==> config.mk <==
export PLATFORM = sky130hd
export DESIGN_NAME = clk_enable_gen
export DESIGN_NICKNAME = d
export VERILOG_FILES = /design/src/rtl/clk_enable_gen_pkg.sv /design/src/rtl/clk_enable_channel.sv /design/src/rtl/clk_enable_gen.sv
export SDC_FILE = /design/constraint.sdc
export NUM_CORES = 1
export LEC_CHECK = 0
export CORE_MARGIN = 2
export CORE_UTILIZATION = 50
export CTS_CLUSTER_DIAMETER = 60
export CTS_CLUSTER_SIZE = 40
export DETAILED_ROUTE_END_ITERATION = 10
export GPL_ROUTABILITY_DRIVEN = 1
export PLACE_DENSITY = 0.71
export SKIP_LAST_GASP = 1
export SLEW_MARGIN = 20
export SYNTH_ARGS = -nofsm -noshare
export SYNTH_HDL_FRONTEND = slang
export SYNTH_HIERARCHICAL = 1
export SYNTH_SLANG_ARGS = --single-unit
==> constraint.sdc <==
create_clock -name refclk -period 7.35 [get_ports refclk]
set_input_delay 1.47 -clock refclk [delete_from_list [all_inputs] [get_ports refclk]]
set_output_delay 1.47 -clock refclk [all_outputs]
set_load 0.02 [all_outputs]
==> src/rtl/clk_enable_gen_pkg.sv <==
// Shared types and helpers for the clk_enable_gen block.
// Includes the channel configuration record, the lock FSM states and the channel-index width.
package clk_enable_gen_pkg;

    // Config fields are sized for the widest supported ACC_W.
    // Narrower instances zero-extend into them, and synthesis trims the constant upper bits.
    localparam int ACC_W_MAX = 32;

    typedef struct packed {
        logic [ACC_W_MAX-1:0] inc;
        logic [ACC_W_MAX-1:0] mod;
        logic                 mode;
    } ch_cfg_t;

    typedef enum logic {
        SETTLE = 1'b0,
        LOCKED = 1'b1
    } lock_state_e;

    function automatic int ch_idx_w(input int num_ch);
        return (num_ch > 1) ? $clog2(num_ch) : 1;
    endfunction

endpackage

==> src/rtl/clk_enable_channel.sv <==
// One rational-rate enable channel.
// Contains a phase accumulator modulo cfg.mod plus registered ce/pseudo-clock outputs.
module clk_enable_channel
    import clk_enable_gen_pkg::*;
#(
    parameter int ACC_W = 16
) (
    input  logic    refclk,
    input  logic    rst,
    input  logic    ld,
    input  ch_cfg_t ld_cfg,
    input  logic    resync,
    output logic    ce_out,
    output logic    clk_out
);

    localparam int SUM_W = ACC_W_MAX + 1;

    ch_cfg_t          cfg_q, cfg_d;
    logic [ACC_W-1:0] acc_q, acc_d;
    logic             ce_q, ce_d;
    logic             clk_q, clk_d;
    logic [SUM_W-1:0] inc_x, mod_x, sum;

    // NOTE: every always_comb output gets a default first, so no path can infer a latch.
    always_comb begin
        inc_x = {1'b0, cfg_q.inc};
        mod_x = {1'b0, cfg_q.mod};
        sum   = SUM_W'(acc_q) + inc_x;
        cfg_d = cfg_q;
        acc_d = acc_q;
        ce_d  = 1'b0;
        clk_d = clk_q;
        if (ld) begin
            cfg_d = ld_cfg;
            acc_d = '0;
            clk_d = 1'b0;
        end else if (resync) begin
            acc_d = '0;
            clk_d = 1'b0;
        end else if (cfg_q.mod == '0) begin
            acc_d = '0;
        end else if (inc_x >= mod_x) begin
            // The rate saturates at one enable per cycle, and the phase stays pinned at zero.
            acc_d = '0;
            ce_d  = 1'b1;
            clk_d = cfg_q.mode ? 1'b1 : ~clk_q;
        end else if (sum >= mod_x) begin
            acc_d = ACC_W'(sum - mod_x);
            ce_d  = 1'b1;
            clk_d = cfg_q.mode ? 1'b1 : ~clk_q;
        end else begin
            acc_d = ACC_W'(sum);
            clk_d = cfg_q.mode ? 1'b0 : clk_q;
        end
    end

    // NOTE: sequential state uses non-blocking assignments only, so all flops update together.
    always_ff @(posedge refclk) begin
        if (rst) begin
            cfg_q <= '0;
            acc_q <= '0;
            ce_q  <= 1'b0;
            clk_q <= 1'b0;
        end else begin
            cfg_q <= cfg_d;
            acc_q <= acc_d;
            ce_q  <= ce_d;
            clk_q <= clk_d;
        end
    end

    assign ce_out  = ce_q;
    assign clk_out = clk_q;

endmodule

==> src/rtl/clk_enable_gen.sv <==
// Runtime-programmable multi-channel clock-enable generator on a single refclk.
// The top level holds the write decode, cfg_ack and the lock FSM, and instantiates one channel per output.
module clk_enable_gen
    import clk_enable_gen_pkg::*;
#(
    parameter int NUM_CH   = 7,
    parameter int ACC_W    = 16,
    parameter int LOCK_CYC = 16
) (
    input  logic                        refclk,
    input  logic                        rst,
    input  logic                        cfg_wr,
    input  logic [ch_idx_w(NUM_CH)-1:0] cfg_ch,
    input  logic [ACC_W-1:0]            cfg_inc,
    input  logic [ACC_W-1:0]            cfg_mod,
    input  logic                        cfg_mode,
    output logic                        cfg_ack,
    input  logic                        resync,
    output logic [NUM_CH-1:0]           ce_out,
    output logic [NUM_CH-1:0]           clk_out,
    output logic                        locked
);

    localparam int               CH_IDX_W = ch_idx_w(NUM_CH);
    localparam int               CNT_W    = (LOCK_CYC > 1) ? $clog2(LOCK_CYC) : 1;
    localparam logic [CNT_W-1:0] CNT_LAST = CNT_W'(LOCK_CYC - 1);

    logic              cfg_valid;
    logic [NUM_CH-1:0] ld;
    ch_cfg_t           wr_cfg;
    lock_state_e       state_q, state_d;
    logic [CNT_W-1:0]  cnt_q, cnt_d;
    logic              ack_q, ack_d;

    always_comb begin
        cfg_valid   = cfg_wr && (32'(cfg_ch) < NUM_CH);
        wr_cfg.inc  = ACC_W_MAX'(cfg_inc);
        wr_cfg.mod  = ACC_W_MAX'(cfg_mod);
        wr_cfg.mode = cfg_mode;
        ld          = '0;
        for (int i = 0; i < NUM_CH; i++) begin
            ld[i] = cfg_valid && (cfg_ch == CH_IDX_W'(i));
        end
    end

    // Out-of-range writes are still acknowledged, but they never disturb the lock state.
    always_comb begin
        ack_d   = cfg_wr;
        state_d = state_q;
        cnt_d   = cnt_q;
        case (state_q)
            SETTLE: begin
                if (cfg_valid) begin
                    cnt_d = '0;
                end else if (cnt_q == CNT_LAST) begin
                    state_d = LOCKED;
                end else begin
                    cnt_d = cnt_q + CNT_W'(1);
                end
            end
            LOCKED: begin
                if (cfg_valid) begin
                    state_d = SETTLE;
                    cnt_d   = '0;
                end
            end
        endcase
    end

    always_ff @(posedge refclk) begin
        if (rst) begin
            state_q <= SETTLE;
            cnt_q   <= '0;
            ack_q   <= 1'b0;
        end else begin
            state_q <= state_d;
            cnt_q   <= cnt_d;
            ack_q   <= ack_d;
        end
    end

    assign cfg_ack = ack_q;
    assign locked  = (state_q == LOCKED);

    for (genvar g = 0; g < NUM_CH; g++) begin : g_ch
        clk_enable_channel #(
            .ACC_W (ACC_W)
        ) u_ch (
            .refclk  (refclk),
            .rst     (rst),
            .ld      (ld[g]),
            .ld_cfg  (wr_cfg),
            .resync  (resync),
            .ce_out  (ce_out[g]),
            .clk_out (clk_out[g])
        );
    end

endmodule

Yosys cells after proc, flatten, opt, wreduce, memory -nomap -nowiden

Index checks and enable logic that the tools add are counted.
Widths: inputs -> output; s select.

Flip-flop bits (word level): 363
Bits of input ports: 40
Output and inout bits: 16
Logic and storage cells: 208

Add/subtract/negate cells: 15
Magnitude comparators: 15
Equal/unequal tests: 9
Mux-type cells: 57
Bitwise logic cells: 15
Reduce and logical (&&, ||, !) cells: 52

Operator list:

| cell                | count |
|---|---|
| $logic_not 32->1    | 7 |
| $add 16x16->17      | 7 |
| $ge 17x16->1        | 7 |
| $ge 16x16->1        | 7 |
| $mux 16             | 7 |
| $sub 16x16->16      | 7 |
| $mux 1              | 45 |
| $reduce_or 5->1     | 7 |
| $reduce_or 4->1     | 7 |
| $reduce_bool 3->1   | 7 |
| $reduce_or 3->1     | 7 |
| $reduce_and 2->1    | 8 |
| $not 1->1           | 15 |
| $mux 4              | 3 |
| $eq 3x3->1 const B  | 3 |
| $logic_and 1x1->1   | 8 |
| $pmux 4 s2          | 1 |
| $eq 3x2->1 const B  | 2 |
| $add 4x1->4 const B | 1 |
| $eq 4x4->1 const B  | 1 |
| $eq 3x1->1 const B  | 1 |
| $logic_not 3->1     | 1 |
| $lt 3x3->1 const B  | 1 |
| $ne 3x3->1 const B  | 1 |
| 2 further kinds     | 2 |

Depth between registers and ports, before layout

Word-level depth: 4
Depth in mapped cells: 21
Mapped depth without buffers: 19

Cells and area by module

The synthesis kept the hierarchy.

Modules (own cells, without submodules):

| module                                 | times used | cells an instance | area each (um2) | seq. area each (um2) |
|---|---|---|---|---|
| clk_enable_channel at g_ch[1].u_ch ... | 4          | 706               | 6015.8          | 1661.6 |
| clk_enable_channel at g_ch[0].u_ch ... | 2          | 684               | 5923.2          | 1661.6 |
| clk_enable_channel at g_ch[2].u_ch     | 1          | 681               | 6004.5          | 1661.6 |
| clk_enable_gen                         | 1          | 37                | 309.0           | 120.1 |

Least setup slack after synthesis

OpenSTA, ideal clock, no wires.

Path kind: register to register
From: register g_ch[2].u_ch/cfg_q[33] (netlist bit)
To: register g_ch[2].u_ch.clk_q
Setup time: 70 ps
Arrival: 4232 ps
Data required time: 7280 ps
Path slack: 3048 ps
Stages on the path, launching flop included: 21
Path buffers: 1
Clock period less this slack: 4302 ps
Cells stage by stage: dfxtp_1 ha_1 fa_1 a211oi_1 o211a_1 nor4b_1 nor3b_1 o21ba_1 buf_4 nor2_1 nand3_1 xnor2_1 ha_1 a21o_1 a21o_1 a21oi_1 a21oi_1 a211oi_1 o211ai_4 or4_1 a21oi_1

Longest elaborated chain between the ends: 4
Elaborated cells between the ends (all ways): 7
Classes of those cells: add/sub (1); order compare (2); mux (2); reduce/logical (2)

Ends and longest elaborated chain:

| item                                                         | RTL line                 | RTL |
|---|---|---|
| from (decl)                                                  | clk_enable_channel.sv:19 | `ch_cfg_t cfg_q, cfg_d;` |
| from (signal assigned)                                       | clk_enable_channel.sv:66 | `cfg_q <= cfg_d;` |
| $add 16x16->17                                               | clk_enable_channel.sv:29 | `sum = SUM_W'(acc_q) + inc_x;` |
| $ge 17x16->1                                                 | clk_enable_channel.sv:48 | `end else if (sum >= mod_x) begin` |
| $reduce_bool 3->1 (no source line) or $mux 1 (tied branches) | -                        |  |
| $reduce_and 2->1 (no source line) or $mux 1 (tied branches)  | -                        |  |
| to (signal assigned)                                         | clk_enable_channel.sv:69 | `clk_q <= clk_d;` |
| to (decl)                                                    | clk_enable_channel.sv:22 | `logic clk_q, clk_d;` |

Several ways; a longest one is shown, not always the timed one.
A chain may end at the register's enable or synchronous reset.

Final worst setup path

Same ends and word-level chain as after synthesis.

==> metrics.md <==
| Metric | Value |
|---|---|
| Dpl cell area | `44,600 µm²` |
| Synth Area in Compound Gates | `16.6%` |
| CP arrival | `5.97 ns` |
| Leakage | `19.7 nW` |
| GR Util All Layers | `24.7%` |
| Worst Max-Slew Pin Slew | `1.33 ns` |
| Synth area leaders | `dfxtp_1 (28%), ha_1 (17%), mux2i_1 (12%), nor2_1 (5.8%), xnor2_1 (3.8%)` |
| Clock Path Buffers | `3` |
| Area Overhead vs Synth | `11.0%` |
| Crit end category | `flip-flop` |
| Critical Path RT | `7.96 ns` |
| Initial Utilization | `50.5%` |
| Post-CTS sizing | `0` |
| RSZ-0062 raised after global routing | `false` |
| Status | `complete, no violations` |
| Skew final | `0.0539 ns` |
| Top-count cell post-synth | `nor2_1` |
| Internal power | `6.25 mW` |
| Total wire length | `109,000 µm` |
| Pin count of the biggest net entering global routing | `168` |
| Final Net Count | `5,739` |
| Peak VDD IR | `0.000187 V` |
| Layout fillers | `7,622` |
| Xor and xnor area share after synthesis | `5.41%` |
| Share of cells above drive strength 1 | `4.27%` |
| H-tree lvl count | `2` |
| Routed Antenna Nets | `0` |
| Finished Layout Cells | `6,312` |
| Place WS | `2.02 ns` |
| Core ar. | `83,700 µm²` |
| MaxCap Viol Count | `0` |
| Area leader, netlist | `dfxtp_1` |
| Psw | `3.44 mW` |
| Hold Path Cell Cnt | `2` |
| HP Class | `reg -> reg` |
| Mux contribution to synthesized area | `11.7%` |
| Netlist cell types | `91` |
| Vias in the first global route | `33,792` |
| Buffers added on ports | `55` |
| Final setup margin | `1.99 ns` |
| Slew Viols, Final | `0` |
| Post-DP HPWL | `80,800 µm` |
| Adder-Cell Fraction of Synth Area | `17.3%` |
| Area fraction of the dominant cell type after synthesis | `27.8%` |
| Power per cell area | `207 nW/µm²` |
| Drt wl/cell | `17.3 µm` |
| DRC viols | `0` |
| Synthesized area per cell | `8.60 µm²` |
| Clock root cell | `clkbuf_16` |
| Cts hold-fix bufs | `0` |
| CTS Buf Count | `61` |
| Initial antenna violation count | `2` |
| Share of power burned in the clock network | `35.2%` |
| Clock Pin Slew Worst Setup and Hold Paths | `0.08 ns` |
| Sw Ratio | `35.5%` |
| Die Ht | `295 µm` |
| Final Hold Viols | `0` |
| Largest family of logic cells by synthesized area | `adder cells` |
| Clock Latency Late Sink | `0.68 ns` |
| Final setup fails | `0` |
| Synth cell count leaders | `nor2_1 (648), dfxtp_1 (587), ha_1 (561)` |
| Top_reg_cell synth | `dfxtp_1` |
| Combinational power share | `29.9%` |
| Depth of the most critical reg-to-reg path | `19` |
| Synthesized instance count | `4,910` |
| Row count | `106` |
| Die width | `295 µm` |
| Global-route wire length before repair | `176,000 µm` |
| CTS sink count | `587` |
| Synth warnings | `6` |
| Routability cong. | `0.928` |
| Worst setup SP type | `flip-flop` |
| Part of the power in registers | `34.9%` |
| TritonRoute pass-1 iters | `5` |
| CTS tree | `yes` |
| Tcrit/Tclk final | `72.9%` |
| Mapped Area | `42,200 µm²` |
| Num ports | `56` |
| DR iter-0 viols | `2,251` |
| Max Freq | `187 MHz` |
| Post-CTS setup buffers | `0` |
| Grt ovf | `0` |
| Seq/Total Area, Yosys | `27.8%` |
| Crit path max fanout | `23` |
| Simple-gate share of the synthesized area | `16.6%` |
| Vias post-DR | `35,706` |
| Crit path kind | `reg -> reg` |
| Setup TNS | `0 ns` |
| Vias per cell | `5.66` |
| Post-synth ARST share | `0%` |
| EDFF count, synth | `0` |
| Area of the multi-input gates | `29,500 µm²` |
| Relative slew margins | `11.0%` |
| Die Footprint | `86,800 µm²` |
| Final min period | `5.36 ns` |
| Cells after DPL | `6,195` |
| Reg area | `11,800 µm²` |
| Design area | `46,800 µm²` |
| Yosys reg bits | `587` |
## flip-flops by register name, summed over array words and instances (netlist names)
name               cells
g_ch.u_ch/cfg_q      455
g_ch.u_ch/acc_q      112
g_ch.u_ch/ce_out       7
g_ch.u_ch/clk_out      7
cnt_q                  4
cfg_ack                1
locked                 1
## stage by stage
| stage | power [mW] | hold slack (ns) | utilization [%] |
|---|---|---|---|
| final | 9.69 | 0.497 | 56.0 |
| after global routing | 10.2 | 0.529 | 56.0 |
| after CTS | 9.74 | 0.503 | 56.0 |
| after detailed placement | 6.29 | 0.483 | 53.3 |
| after global placement | 6.25 | 0.474 | 53.3 |
| after floorplan | 5.65 | 0.460 | - |
## worst max-delay path, cell delays in order, from the launching register on
cell	delay, ns
dfxtp_1	0.33
ha_1	0.24
fa_1	0.43
a211oi_1	0.34
o211a_1	0.25
nor4b_1	0.07
nor3b_1	0.24
o21ba_1	0.47
nor2_1	0.16
nand3_1	0.14
xnor2_1	0.12
ha_1	0.26
a21o_1	0.16
a21o_1	0.17
a21oi_1	0.13
a21oi_1	0.07
a211oi_1	0.56
o211ai_4	0.44
or4_1	0.58
a21oi_1	0.15
## cell families (layout without fill, tap and decap cells)
| logic type | after synthesis | count (layout) |
|---|---|---|
| and+or+nand+nor | 1495 | 1495 |
| buffers and inverters | 473 | 516 |
| adders and majority gates | 575 | 575 |
| AOI/OAI and AO/OA | 1025 | 1025 |
| other | 1 | 226 |
| xor gates and xnor gates | 261 | 261 |
| DFF | 587 | 587 |
| muxes | 493 | 493 |
## power groups by stage
stage               registers [mW]  clock network [mW]  logic (mW)
finish                        3.38                3.42        2.90
global placement              3.45                   0        2.80
CTS                           3.38                3.50        2.86
global route                  3.39                3.62        3.18
floorplan                     3.44                   0        2.21
detailed placement            3.45                   0        2.84
## routing by layer
metal,part of all wire [%],routed length [µm],GRT usage (%)
met1,47,51300,33.3
met2,45,48800,40.7
met3,4.7,5160,2.69
met4,3.6,3960,9.15
met5,0,0,0
## cell type report
cell class,instances,area share (%)
antenna,2,0.0107
clock buffer,65,3.40
clock inverter,50,1.43
inverter,322,2.58
multi-input combinational,4073,62.9
sequential,587,25.1
tap,1134,3.03
timing repair buffer,79,1.59
## cells in the final DEF, fill, tap and decap left out, types with 47 or more instances in the layout
master,count
a211oi_1,83
xnor2_1,184
o21a_1,47
nor3_1,102
clkbuf_16,62
nand4_1,94
and3_1,50
xor2_1,77
a21oi_1,298
nand3_1,146
clkdlybuf4s50_1,53
nand2_1,204
a21o_1,117
conb_1,224
mux2i_1,492
nor2_1,643
nor4_1,80
inv_1,322
dfxtp_1,587
ha_1,561
o21ai_0,162
## path summary, 6_finish.rpt
kind / start / endpoint / slack [ns]
max: g_ch[2].u_ch/cfg_q[33] / g_ch[2].u_ch/clk_out / 1.99
min: g_ch[5].u_ch/cfg_q[0] / g_ch[5].u_ch/cfg_q[0] / 0.50
max reg2reg: g_ch[2].u_ch/cfg_q[33] / g_ch[2].u_ch/clk_out / 1.99
min reg2reg: g_ch[5].u_ch/cfg_q[0] / g_ch[5].u_ch/cfg_q[0] / 0.50
(Power assumes the default switching activity.)
